File: src/rtl/cpu_pkg.sv
// Shared definitions for the multicycle MIPS-subset processor.
// Holds the opcode/funct encodings, the ALU operation codes, the control
// state enumeration and two decode helpers used by the control FSM.
package cpu_pkg;

  localparam logic [5:0] OP_RTYPE = 6'h00;
  localparam logic [5:0] OP_J     = 6'h02;
  localparam logic [5:0] OP_BEQ   = 6'h04;
  localparam logic [5:0] OP_ADDI  = 6'h08;
  localparam logic [5:0] OP_LW    = 6'h23;
  localparam logic [5:0] OP_SW    = 6'h2B;

  localparam logic [5:0] FN_ADD = 6'h20;
  localparam logic [5:0] FN_SUB = 6'h22;
  localparam logic [5:0] FN_AND = 6'h24;
  localparam logic [5:0] FN_OR  = 6'h25;
  localparam logic [5:0] FN_SLT = 6'h2A;

  typedef enum logic [2:0] {
    S_FETCH,
    S_DECODE,
    S_EXEC,
    S_MEM,
    S_WB,
    S_TRAP
  } state_t;

  typedef enum logic [2:0] {
    ALU_ADD,
    ALU_SUB,
    ALU_AND,
    ALU_OR,
    ALU_SLT
  } alu_op_t;

  function automatic logic is_legal(input logic [5:0] op, input logic [5:0] funct);
    logic ok;
    ok = 1'b0;
    case (op)
      OP_RTYPE: begin
        case (funct)
          FN_ADD, FN_SUB, FN_AND, FN_OR, FN_SLT: ok = 1'b1;
          default:                               ok = 1'b0;
        endcase
      end
      OP_J, OP_BEQ, OP_ADDI, OP_LW, OP_SW: ok = 1'b1;
      default:                             ok = 1'b0;
    endcase
    return ok;
  endfunction

  // beq compares by subtraction; addi/lw/sw compute with add.
  function automatic alu_op_t alu_op_of(input logic [5:0] op, input logic [5:0] funct);
    alu_op_t sel;
    sel = ALU_ADD;
    if (op == OP_BEQ) begin
      sel = ALU_SUB;
    end else if (op == OP_RTYPE) begin
      case (funct)
        FN_SUB:  sel = ALU_SUB;
        FN_AND:  sel = ALU_AND;
        FN_OR:   sel = ALU_OR;
        FN_SLT:  sel = ALU_SLT;
        default: sel = ALU_ADD;
      endcase
    end
    return sel;
  endfunction

endpackage

File: src/rtl/mc_control.sv
// Control FSM of the multicycle processor.
// Ports:
//   clk, rst          clock, asynchronous active-low reset
//   op, funct         opcode/funct fields of the latched instruction
//   a_eq_b, mem_ack   branch compare and memory handshake inputs
//   mem_req, mem_we   memory request/direction
//   mem_data_sel      1 = data address on the memory port, 0 = PC
//   ir_we..retire_set datapath register enables
//   alu_op, alu_src_imm  ALU operation and B-operand select
//   trap              halted on an illegal instruction
//
// state    | meaning
// ---------+--------------------------------------------------------------
// S_FETCH  | read instruction at PC; on ack latch IR and advance PC
// S_DECODE | read rs/rt into A/B; illegal encodings go to S_TRAP
// S_EXEC   | ALU result latched; beq/j resolve PC and return to S_FETCH
// S_MEM    | data access for lw/sw, held until ack
// S_WB     | register file write, retire
// S_TRAP   | halted, no memory traffic, until reset
module mc_control
  import cpu_pkg::*;
(
  input  logic    clk,
  input  logic    rst,
  input  logic [5:0] op,
  input  logic [5:0] funct,
  input  logic    a_eq_b,
  input  logic    mem_ack,
  output logic    mem_req,
  output logic    mem_we,
  output logic    mem_data_sel,
  output logic    ir_we,
  output logic    pc_inc,
  output logic    pc_branch,
  output logic    pc_jump,
  output logic    ab_we,
  output logic    alu_we,
  output logic    mdr_we,
  output logic    reg_we,
  output logic    store_we,
  output logic    retire_set,
  output alu_op_t alu_op,
  output logic    alu_src_imm,
  output logic    trap
);

  state_t state, state_next;
  // Cleared by reset and set at the first edge afterwards; keeps mem_req low
  // (asynchronously) during reset and holds off the first fetch one edge.
  logic   run;

  always_ff @(posedge clk or negedge rst) begin
    if (!rst) begin
      state <= S_FETCH;
      run   <= 1'b0;
    end else begin
      state <= state_next;
      run   <= 1'b1;
    end
  end

  always_comb begin
    state_next   = state;
    mem_req      = 1'b0;
    mem_we       = 1'b0;
    mem_data_sel = 1'b0;
    ir_we        = 1'b0;
    pc_inc       = 1'b0;
    pc_branch    = 1'b0;
    pc_jump      = 1'b0;
    ab_we        = 1'b0;
    alu_we       = 1'b0;
    mdr_we       = 1'b0;
    reg_we       = 1'b0;
    store_we     = 1'b0;
    retire_set   = 1'b0;
    trap         = 1'b0;
    alu_op       = alu_op_of(op, funct);
    alu_src_imm  = (op != OP_RTYPE) && (op != OP_BEQ);

    case (state)
      S_FETCH: begin
        if (run) begin
          mem_req = 1'b1;
          if (mem_ack) begin
            ir_we      = 1'b1;
            pc_inc     = 1'b1;
            state_next = S_DECODE;
          end
        end
      end
      S_DECODE: begin
        ab_we      = 1'b1;
        state_next = is_legal(op, funct) ? S_EXEC : S_TRAP;
      end
      S_EXEC: begin
        alu_we = 1'b1;
        case (op)
          OP_BEQ: begin
            pc_branch  = a_eq_b;
            state_next = S_FETCH;
          end
          OP_J: begin
            pc_jump    = 1'b1;
            state_next = S_FETCH;
          end
          OP_LW, OP_SW: state_next = S_MEM;
          default:      state_next = S_WB;
        endcase
      end
      S_MEM: begin
        mem_req      = 1'b1;
        mem_we       = (op == OP_SW);
        mem_data_sel = 1'b1;
        if (mem_ack) begin
          if (op == OP_SW) begin
            store_we   = 1'b1;
            retire_set = 1'b1;
            state_next = S_FETCH;
          end else begin
            mdr_we     = 1'b1;
            state_next = S_WB;
          end
        end
      end
      S_WB: begin
        reg_we     = 1'b1;
        retire_set = 1'b1;
        state_next = S_FETCH;
      end
      S_TRAP: begin
        trap = 1'b1;
      end
      default: state_next = S_FETCH;
    endcase
  end

endmodule

File: src/rtl/multicycle_processor.sv
// Multicycle MIPS-I subset processor (add, sub, and, or, slt, addi, lw, sw,
// beq, j) with a single unified memory port for fetch and data.
// Ports:
//   clk, rst            clock, asynchronous active-low reset
//   mem_req/mem_we      memory request and direction (held until mem_ack)
//   mem_addr/mem_wdata  byte address and store data (0 when idle)
//   mem_rdata/mem_ack   read data and access-complete handshake
//   result              last value written to the register file
//   writeData           store data of the last sw
//   retire              one-cycle pulse per completed instruction
//   trap                high while halted on an illegal instruction
module multicycle_processor
  import cpu_pkg::*;
#(
  parameter int                DATA_W   = 32,
  parameter int                NREGS    = 32,
  parameter logic [DATA_W-1:0] RESET_PC = '0
) (
  input  logic              clk,
  input  logic              rst,
  output logic              mem_req,
  output logic              mem_we,
  output logic [DATA_W-1:0] mem_addr,
  output logic [DATA_W-1:0] mem_wdata,
  input  logic [DATA_W-1:0] mem_rdata,
  input  logic              mem_ack,
  output logic [DATA_W-1:0] result,
  output logic [DATA_W-1:0] writeData,
  output logic              retire,
  output logic              trap
);

  localparam int RI = (NREGS > 1) ? $clog2(NREGS) : 1;

  logic [DATA_W-1:0] pc, ir, a, b, alu_out, mdr;
  logic [DATA_W-1:0] regs [NREGS];

  logic              mem_data_sel, ir_we, pc_inc, pc_branch, pc_jump;
  logic              ab_we, alu_we, mdr_we, reg_we, store_we, retire_set;
  logic              alu_src_imm;
  alu_op_t           alu_op;

  logic [5:0]        op, funct;
  logic [RI-1:0]     rs_idx, rt_idx, rd_idx, wr_idx;
  logic [DATA_W-1:0] sext_imm, alu_b, alu_y, data_addr, wb_val;

  assign op       = ir[31:26];
  assign funct    = ir[5:0];
  assign rs_idx   = ir[21 +: RI];
  assign rt_idx   = ir[16 +: RI];
  assign rd_idx   = ir[11 +: RI];
  assign wr_idx   = (op == OP_RTYPE) ? rd_idx : rt_idx;
  assign sext_imm = {{(DATA_W-16){ir[15]}}, ir[15:0]};
  assign alu_b    = alu_src_imm ? sext_imm : b;
  assign data_addr = a + sext_imm;
  assign wb_val   = (op == OP_LW) ? mdr : alu_out;

  mc_control u_ctrl (
    .clk          (clk),
    .rst          (rst),
    .op           (op),
    .funct        (funct),
    .a_eq_b       (a == b),
    .mem_ack      (mem_ack),
    .mem_req      (mem_req),
    .mem_we       (mem_we),
    .mem_data_sel (mem_data_sel),
    .ir_we        (ir_we),
    .pc_inc       (pc_inc),
    .pc_branch    (pc_branch),
    .pc_jump      (pc_jump),
    .ab_we        (ab_we),
    .alu_we       (alu_we),
    .mdr_we       (mdr_we),
    .reg_we       (reg_we),
    .store_we     (store_we),
    .retire_set   (retire_set),
    .alu_op       (alu_op),
    .alu_src_imm  (alu_src_imm),
    .trap         (trap)
  );

  // Memory outputs are forced to zero whenever no request is active, so they
  // read 0 throughout reset and stay stable across wait states.
  assign mem_addr  = !mem_req ? '0 : (mem_data_sel ? data_addr : pc);
  assign mem_wdata = (mem_req && mem_we) ? b : '0;

  always_comb begin
    alu_y = '0;
    case (alu_op)
      ALU_ADD: alu_y = a + alu_b;
      ALU_SUB: alu_y = a - alu_b;
      ALU_AND: alu_y = a & alu_b;
      ALU_OR:  alu_y = a | alu_b;
      ALU_SLT: alu_y = {{(DATA_W-1){1'b0}}, ($signed(a) < $signed(alu_b))};
      default: alu_y = '0;
    endcase
  end

  // PC is already PC+4 when beq/j resolve in EXEC.
  always_ff @(posedge clk or negedge rst) begin
    if (!rst) begin
      pc <= RESET_PC;
    end else if (pc_inc) begin
      pc <= pc + DATA_W'(4);
    end else if (pc_branch) begin
      pc <= pc + (sext_imm << 2);
    end else if (pc_jump) begin
      pc <= {pc[DATA_W-1:28], ir[25:0], 2'b00};
    end
  end

  always_ff @(posedge clk or negedge rst) begin
    if (!rst) begin
      ir        <= '0;
      a         <= '0;
      b         <= '0;
      alu_out   <= '0;
      mdr       <= '0;
      result    <= '0;
      writeData <= '0;
      retire    <= 1'b0;
    end else begin
      retire <= retire_set;
      if (ir_we)    ir        <= mem_rdata;
      if (ab_we)    a         <= regs[rs_idx];
      if (ab_we)    b         <= regs[rt_idx];
      if (alu_we)   alu_out   <= alu_y;
      if (mdr_we)   mdr       <= mem_rdata;
      if (reg_we)   result    <= wb_val;
      if (store_we) writeData <= b;
    end
  end

  // Register 0 is never written, so it keeps its reset value of zero.
  always_ff @(posedge clk or negedge rst) begin
    if (!rst) begin
      for (int i = 0; i < NREGS; i++) regs[i] <= '0;
    end else if (reg_we && (wr_idx != '0)) begin
      regs[wr_idx] <= wb_val;
    end
  end

endmodule

File: config.mk
export PLATFORM = sky130hd
export DESIGN_NAME = multicycle_processor
export DESIGN_NICKNAME = d
export VERILOG_FILES = /design/src/rtl/cpu_pkg.sv /design/src/rtl/mc_control.sv /design/src/rtl/multicycle_processor.sv
export SDC_FILE = /design/constraint.sdc
export NUM_CORES = 2
export LEC_CHECK = 0
export CAP_MARGIN = 20
export CORE_MARGIN = 2
export CORE_UTILIZATION = 45
export DETAILED_ROUTE_END_ITERATION = 6
export GPL_TIMING_DRIVEN = 0
export PLACE_DENSITY = 0.66
export SYNTH_ARGS = -nofsm -noshare
export SYNTH_HDL_FRONTEND = slang
export SYNTH_SLANG_ARGS = --single-unit
File: constraint.sdc
create_clock -name clk -period 5.93 [get_ports clk]
set_clock_uncertainty 0.1 [all_clocks]
set_input_delay 0.593 -clock clk [delete_from_list [all_inputs] [get_ports clk]]
set_output_delay 0.593 -clock clk [all_outputs]
set_load 0.01 [all_outputs]
; ---- Word-level counts from Yosys, hierarchy flattened
; Cells that the tools add are included.
[totals]
regBits = 1285
in_bits = 35
[classes]
addsub = 5
magnitude_cmp = 5
n_eq_ne = 24
n_mux = 54
bitwise = 6
reduce_logical = 16
[op_table]
columns = op, count
row1 = $bwmux 1024, 1
row2 = $mux 32, 12
row3 = $bmux 32 s5, 2
row4 = $demux 32 s5, 1
row5 = $pmux 32 s5, 1
row6 = $add 32x32->32, 3
row7 = $eq 6x6->1 const B, 7
row8 = $add 32x3->32 const B, 1
row9 = $and 32x32->32, 1
row10 = $eq 32x32->1, 1
row11 = $lt 32x32->1, 1
row12 = $or 32x32->32, 1
row13 = $sub 32x32->32, 1
row14 = $mux 28, 1
row15 = $mux 1, 22
row16 = $mux 3, 7
row17 = $ge 6x6->1 const B, 3
row18 = $not 5->6, 3
row19 = $pmux 3 s5, 1
row20 = $eq 3x2->1 const B, 4
row21 = $pmux 3 s4, 1
row22 = $reduce_or 5->1, 2
row23 = $eq 3x3->1 const B, 3
row24 = $eq 3x1->1 const B, 2
row25 = 20 further kinds, 28

; ---- Longest topological paths before layout
[depth]
word_depth = 8
mapped_depth = 21
mapped_depth_nobuf = 17

; ---- Hierarchy
; Synthesis repeated with hierarchy kept, for this count alone.
[unflattened]
cells_unflattened = 6592
area_unflattened_um2 = 71132.0
[modules_own_cells]
columns = mod, instances, cells_per_inst, area_per_inst_um2, seq_area_each_um2
row1 = multicycle_processor, 1, 6515, 70597.7, 32005.7
row2 = mc_control, 1, 77, 534.3, 100.1

; ---- Worst setup path before layout
; No wires, ideal clock.
[synth_path]
kind = register to register
from = register ir[15]
to = register alu_out[31]
t_arrival_ps = 4236
slack_ps = 1511
path_stages_with_launch = 20
path_buffers = 4
path_cell_list = dfrtp_1 -> clkbuf_1 -> nor2b_1 -> clkbuf_1 -> clkbuf_1 -> a21o_1 -> inv_1 -> ha_1 -> clkbuf_1 -> nand2_1 -> o21a_1 -> o21ai_0 -> a21oi_1 -> nor2b_1 -> a31oi_1 -> o21ai_0 -> a21oi_1 -> or3_1 -> a311o_1 -> o22ai_1
[synth_via]
elab_chain_cells = 3
elab_cells_between_ends = 6
cone_classes = 2 x add/sub / 2 x mux / 2 x bitwise
[synth_lines]
columns = item, line_no
row1 = from (decl), multicycle_processor.sv:35  ; logic [DATA_W-1:0] pc, ir, a, b, alu_out, mdr;
row2 = from (signal assigned), multicycle_processor.sv:125  ; if (ir_we) ir <= mem_rdata;
row3 = $mux 32 *, multicycle_processor.sv:54  ; assign alu_b = alu_src_imm ? sext_imm : b;
row4 = $sub 32x32->32 (tied with other cells), multicycle_processor.sv:92  ; ALU_SUB: alu_y = a - alu_b;
row5 = $pmux 32 s5 *, multicycle_processor.sv:90  ; case (alu_op)
row6 = to (signal assigned), multicycle_processor.sv:128  ; if (alu_we) alu_out <= alu_y;
row7 = to (decl), multicycle_processor.sv:35
; Every way passes the cells marked *; elsewhere a longest branch is shown, timed or not.
; A chain may end at the register's enable or synchronous reset.

; ---- Worst setup path after layout
[layout_path]
from = register a[1]
to = output mem_addr[29]
[layout_via]
elab_chain_cells = 3
[layout_lines]
columns = item, line_no
row1 = from (decl), multicycle_processor.sv:35
row2 = from (signal assigned), multicycle_processor.sv:126  ; if (ab_we) a <= regs[rs_idx];
row3 = $add 32x32->32, multicycle_processor.sv:55  ; assign data_addr = a + sext_imm;
row4 = $mux 32 (2 in a row), multicycle_processor.sv:85  ; assign mem_addr = !mem_req ? '0 : (mem_data_sel ? data_addr : pc);
row5 = to (decl), multicycle_processor.sv:23  ; output logic [DATA_W-1:0] mem_addr,
; Every way passes these cells.

==> results_dict.tcl <==
set metrics [dict create \
    status "complete, no violations" \
    vdd_drop_max_uv 298 \
    hold_class "primary input to register" \
    cts_buffers 141 \
    p_int_uw 28800 \
    drtIter0Drc 7467 \
    clkPwrFrac_pct 18.3 \
    syn_area_mm2 0.0708 \
    fin_ws_ns 0.201 \
    synthXorXnorAreaFrac_pct 1.60 \
    end_kind "output pin" \
    clk_latency_ns 0.80 \
    critPathLaunch "a[1]$_DFFE_PN0P_" \
    synthMuxAreaShare_pct 22.7 \
    finalNetCount 7149 \
    cp_max_fo 7 \
    tightest_slew_ns 1.27 \
    ys_seq_area_share_pct 45.3 \
    die_width_um 401 \
    dp_hpwl_mm 217 \
    yosysUniqueCellTypes 84 \
    antenna_left 0 \
    routed_wl_mm 279 \
    die_area_mm2 0.161 \
    reg2reg_slack_ns 0.23 \
    clock-root-buffer "clkbuf_16" \
    track_usage_pct 34.5 \
    io_buffers 165 \
    synth_top_family_by_area "multiplexers" \
    first_global_vias 58312 \
    synthCells 6576 \
    critPathLaunchType "register" \
    fmax_mhz 175 \
    fill_cells 13668 \
    hold_violations 0 \
    antenna_found_initial 12 \
    cts_max_path_buffers 3 \
    wl_per_cell_um 30.6 \
    worst_r2r_startpoint "ir[27]$_DFFE_PN0P_" \
    slew_headroom_pct 15.2 \
    synth_top_cell_by_area "dfrtp_1" \
    max-cap-violations 0 \
    grt_pass1_wl_mm 402 \
    r2r_end "alu_out[21]$_DFFE_PN0P_" \
    avgSynthCellArea_um2 10.8 \
    min_period_over_period_pct 96.6 \
    async_flop_share_pct 100 \
    ys_ff_latch 1283 \
    regArea_mm2 0.0321 \
    combPwrFrac_pct 52.5 \
    post-route-min-period_ns 5.73 \
    initial_core_util_pct 45.3 \
    switchingPower_uw 23700 \
    multi_input_area_mm2 0.0361 \
    place_inst 8846 \
    seqPwrFrac_pct 29.2 \
    preCtsSetupSlack_ns -0.431 \
    vias_per_cell 6.44 \
    synth_fa_ha_area_share_pct 3.03 \
    vias 58750 \
    place_congestion 1.04 \
    p_leak_uw 0.0342 \
    drc 0 \
    drt-pass1-iter-count 5 \
    ys.flop_type "dfrtp_1" \
    r2r_cells 18 \
    synth_simple_gate_area_share_pct 10.2 \
    holdWs_ns 0.168 \
    power.density_mw_per_mm2 648 \
    cts.sinks 1283 \
    overflow 0 \
    rows 145 \
    htreeDepth 4 \
    coreArea_mm2 0.156 \
    grt_max_degree 182 \
    critPathKind "register to output pin" \
    arrival_ns 5.04 \
    drive_gt1_share_pct 15.7 \
    synth_compound_area_share_pct 13.3 \
    slew_violations 0 \
    syn_nets 6780 \
    synth_area_leaders "dfrtp_1 (45%), mux4_2 (20%), a21oi_1 (5.0%), o21ai_0 (4.9%), nand2_1 (4.3%)" \
    tritoncts "yes" \
    synth_top_cell_area_share_pct 45.3 \
    finalSetupViolCount 0 \
    synth_warnings 0 \
    syn2layout_area_growth_pct 14.6 \
    path_clk_slew_ns 0.07 \
    crit_path_end "mem_addr[29]" \
    io_pins 167 \
    final-instance-count-excl-fill 9121 \
    die_h_um 401 \
    crit_required_ns 5.24 \
    p_sw_share_pct 45.2 \
    synth_edf_count 0 \
]
critical path, cell delays in order, from the launching register on:
cell and delay, ns:
dfrtp_1 0.60, ha_1 0.31, a21o_1 0.17, a21oi_2 0.16, o21bai_1 0.11, a31o_2 0.27
a2111oi_1 0.68, nor2_1 0.24, a31oi_4 0.42, o311ai_1 0.15, a31oi_1 0.23, xor2_1 0.30
o21ai_1 0.11, clkdlybuf4s50_1 0.49
synth_stat cells, types with 53 or more instances:
library cell,number
dfrtp_1,1283
nor2_1,731
clkbuf_1,483
a21oi_1,710
inv_1,116
mux4_2,640
a21o_1,53
mux2_2,80
xnor2_1,85
ha_1,165
mux2i_1,73
o21ai_0,689
nand2_1,813
buf_1,69
metrics by stage:
stage | area, µm² | TNS [ns] | util (%) | total power (µW)
after floorplan | 70800 | 0 | - | 31400
after global placement | 75100 | - | 48.1 | 41000
after detailed placement | 75900 | -2.96 | 48.6 | 41800
after CTS | 80900 | 0 | 51.8 | 51500
after global routing | 81200 | -0.0769 | 52.0 | 54800
final | 81200 | 0 | 52.0 | 52600
cell families after synthesis:
kind of cell	after synthesis
other	1
AO/OA/AOI/OAI	1716
flip-flops	1283
buffers and inverters	707
multiplexers	793
adder cells (fa/ha/maj)	169
AND/OR/NAND/NOR	1778
XOR/XNOR	129
sequential cells by signal, indices dropped and copies added (netlist names):
name and flops:
retire 1, ir 32, writeData 32, regs 1024
u_ctrl.run 1, result 32, u_ctrl.state 3, a 32
pc 30, mdr 32, alu_out 32, b 32
area by class of cell:
| cell class | instances | area share (%) |
|---|---|---|
| antenna | 4 | 0.0123 |
| multi-input combinational | 4586 | 44.4 |
| tap | 2058 | 3.17 |
| clock buffer | 195 | 5.15 |
| timing repair buffer | 227 | 3.30 |
| sequential | 1283 | 39.6 |
| clock inverter | 62 | 1.04 |
| buffer | 588 | 2.81 |
| inverter | 118 | 0.546 |
timing repair:
item | in CTS | in global routing
pin swaps | 1 | 0
hold buffers | 1 | 0
setup endpoints to repair | 13 | 15
buffers inserted | 1 | 0
hold endpoints to repair | 127 | 0
gates resized for setup | 4 | 10
worst min-delay path by stage:
stage / depth (start not counted) / slack [ns] / to / startpoint
floorplan: 0 / 0.20 / a[0]$_DFFE_PN0P_ / rst
global placement: 1 / 0.35 / regs[1013]$_DFFE_PN0P_ / regs[1013]$_DFFE_PN0P_
detailed placement: 1 / 0.36 / pc[31]$_DFFE_PN0P_ / pc[31]$_DFFE_PN0P_
CTS: 2 / 0.13 / u_ctrl.state[1]$_DFFE_PN0P_ / mem_ack
global route: 2 / 0.19 / u_ctrl.state[1]$_DFFE_PN0P_ / mem_ack
finish: 2 / 0.17 / u_ctrl.state[1]$_DFFE_PN0P_ / mem_ack
routing by layer:
metal	wire [µm]	global-route usage, %	vias up
met4	18400	19.7	14
met5	88	0	-
li1	-	-	24460
met1	100000	42.1	29960
met2	129000	53.7	3545
met3	32000	11.4	771
power by group through the flow:
stage	clock [µW]	sequential, µW	combinational [µW]
after floorplan	0	14000	17400
after global placement	0	15200	25800
after detailed placement	0	15300	26500
after CTS	9650	15200	26700
after global routing	10000	15700	29200
final	9610	15400	27600
cell usage in the layout, fill, tap and decap left out, types with 18 or more instances in the layout:
| cell type | netlist | layout |
|---|---|---|
| nor2_1 | 731 | 731 |
| a21oi_1 | 710 | 710 |
| bufinv_16 | 0 | 18 |
| clkbuf_16 | 0 | 147 |
| buf_1 | 69 | 63 |
| xor2_1 | 44 | 44 |
| clkinv_2 | 0 | 24 |
| clkbuf_1 | 483 | 497 |
| buf_2 | 34 | 38 |
| nor2b_1 | 23 | 23 |
| mux4_2 | 640 | 640 |
| mux2_2 | 80 | 80 |
| dfrtp_1 | 1283 | 1283 |
| xnor2_1 | 85 | 85 |
| ha_1 | 165 | 165 |
| and2_1 | 43 | 43 |
| nand2_1 | 813 | 813 |
| clkbuf_8 | 1 | 33 |
| nand4_1 | 19 | 19 |
| mux2i_1 | 73 | 73 |
| o21a_1 | 23 | 23 |
| a31oi_1 | 44 | 42 |
| nor3_1 | 26 | 26 |
| o21ai_0 | 689 | 689 |
| a211oi_1 | 23 | 23 |
| clkdlybuf4s50_1 | 0 | 164 |
| inv_1 | 116 | 116 |
| a21o_1 | 53 | 53 |
| nand3_1 | 38 | 37 |
| o21bai_1 | 26 | 25 |
| buf_8 | 0 | 32 |
No activity file was read; power rests on OpenSTA's default activity.
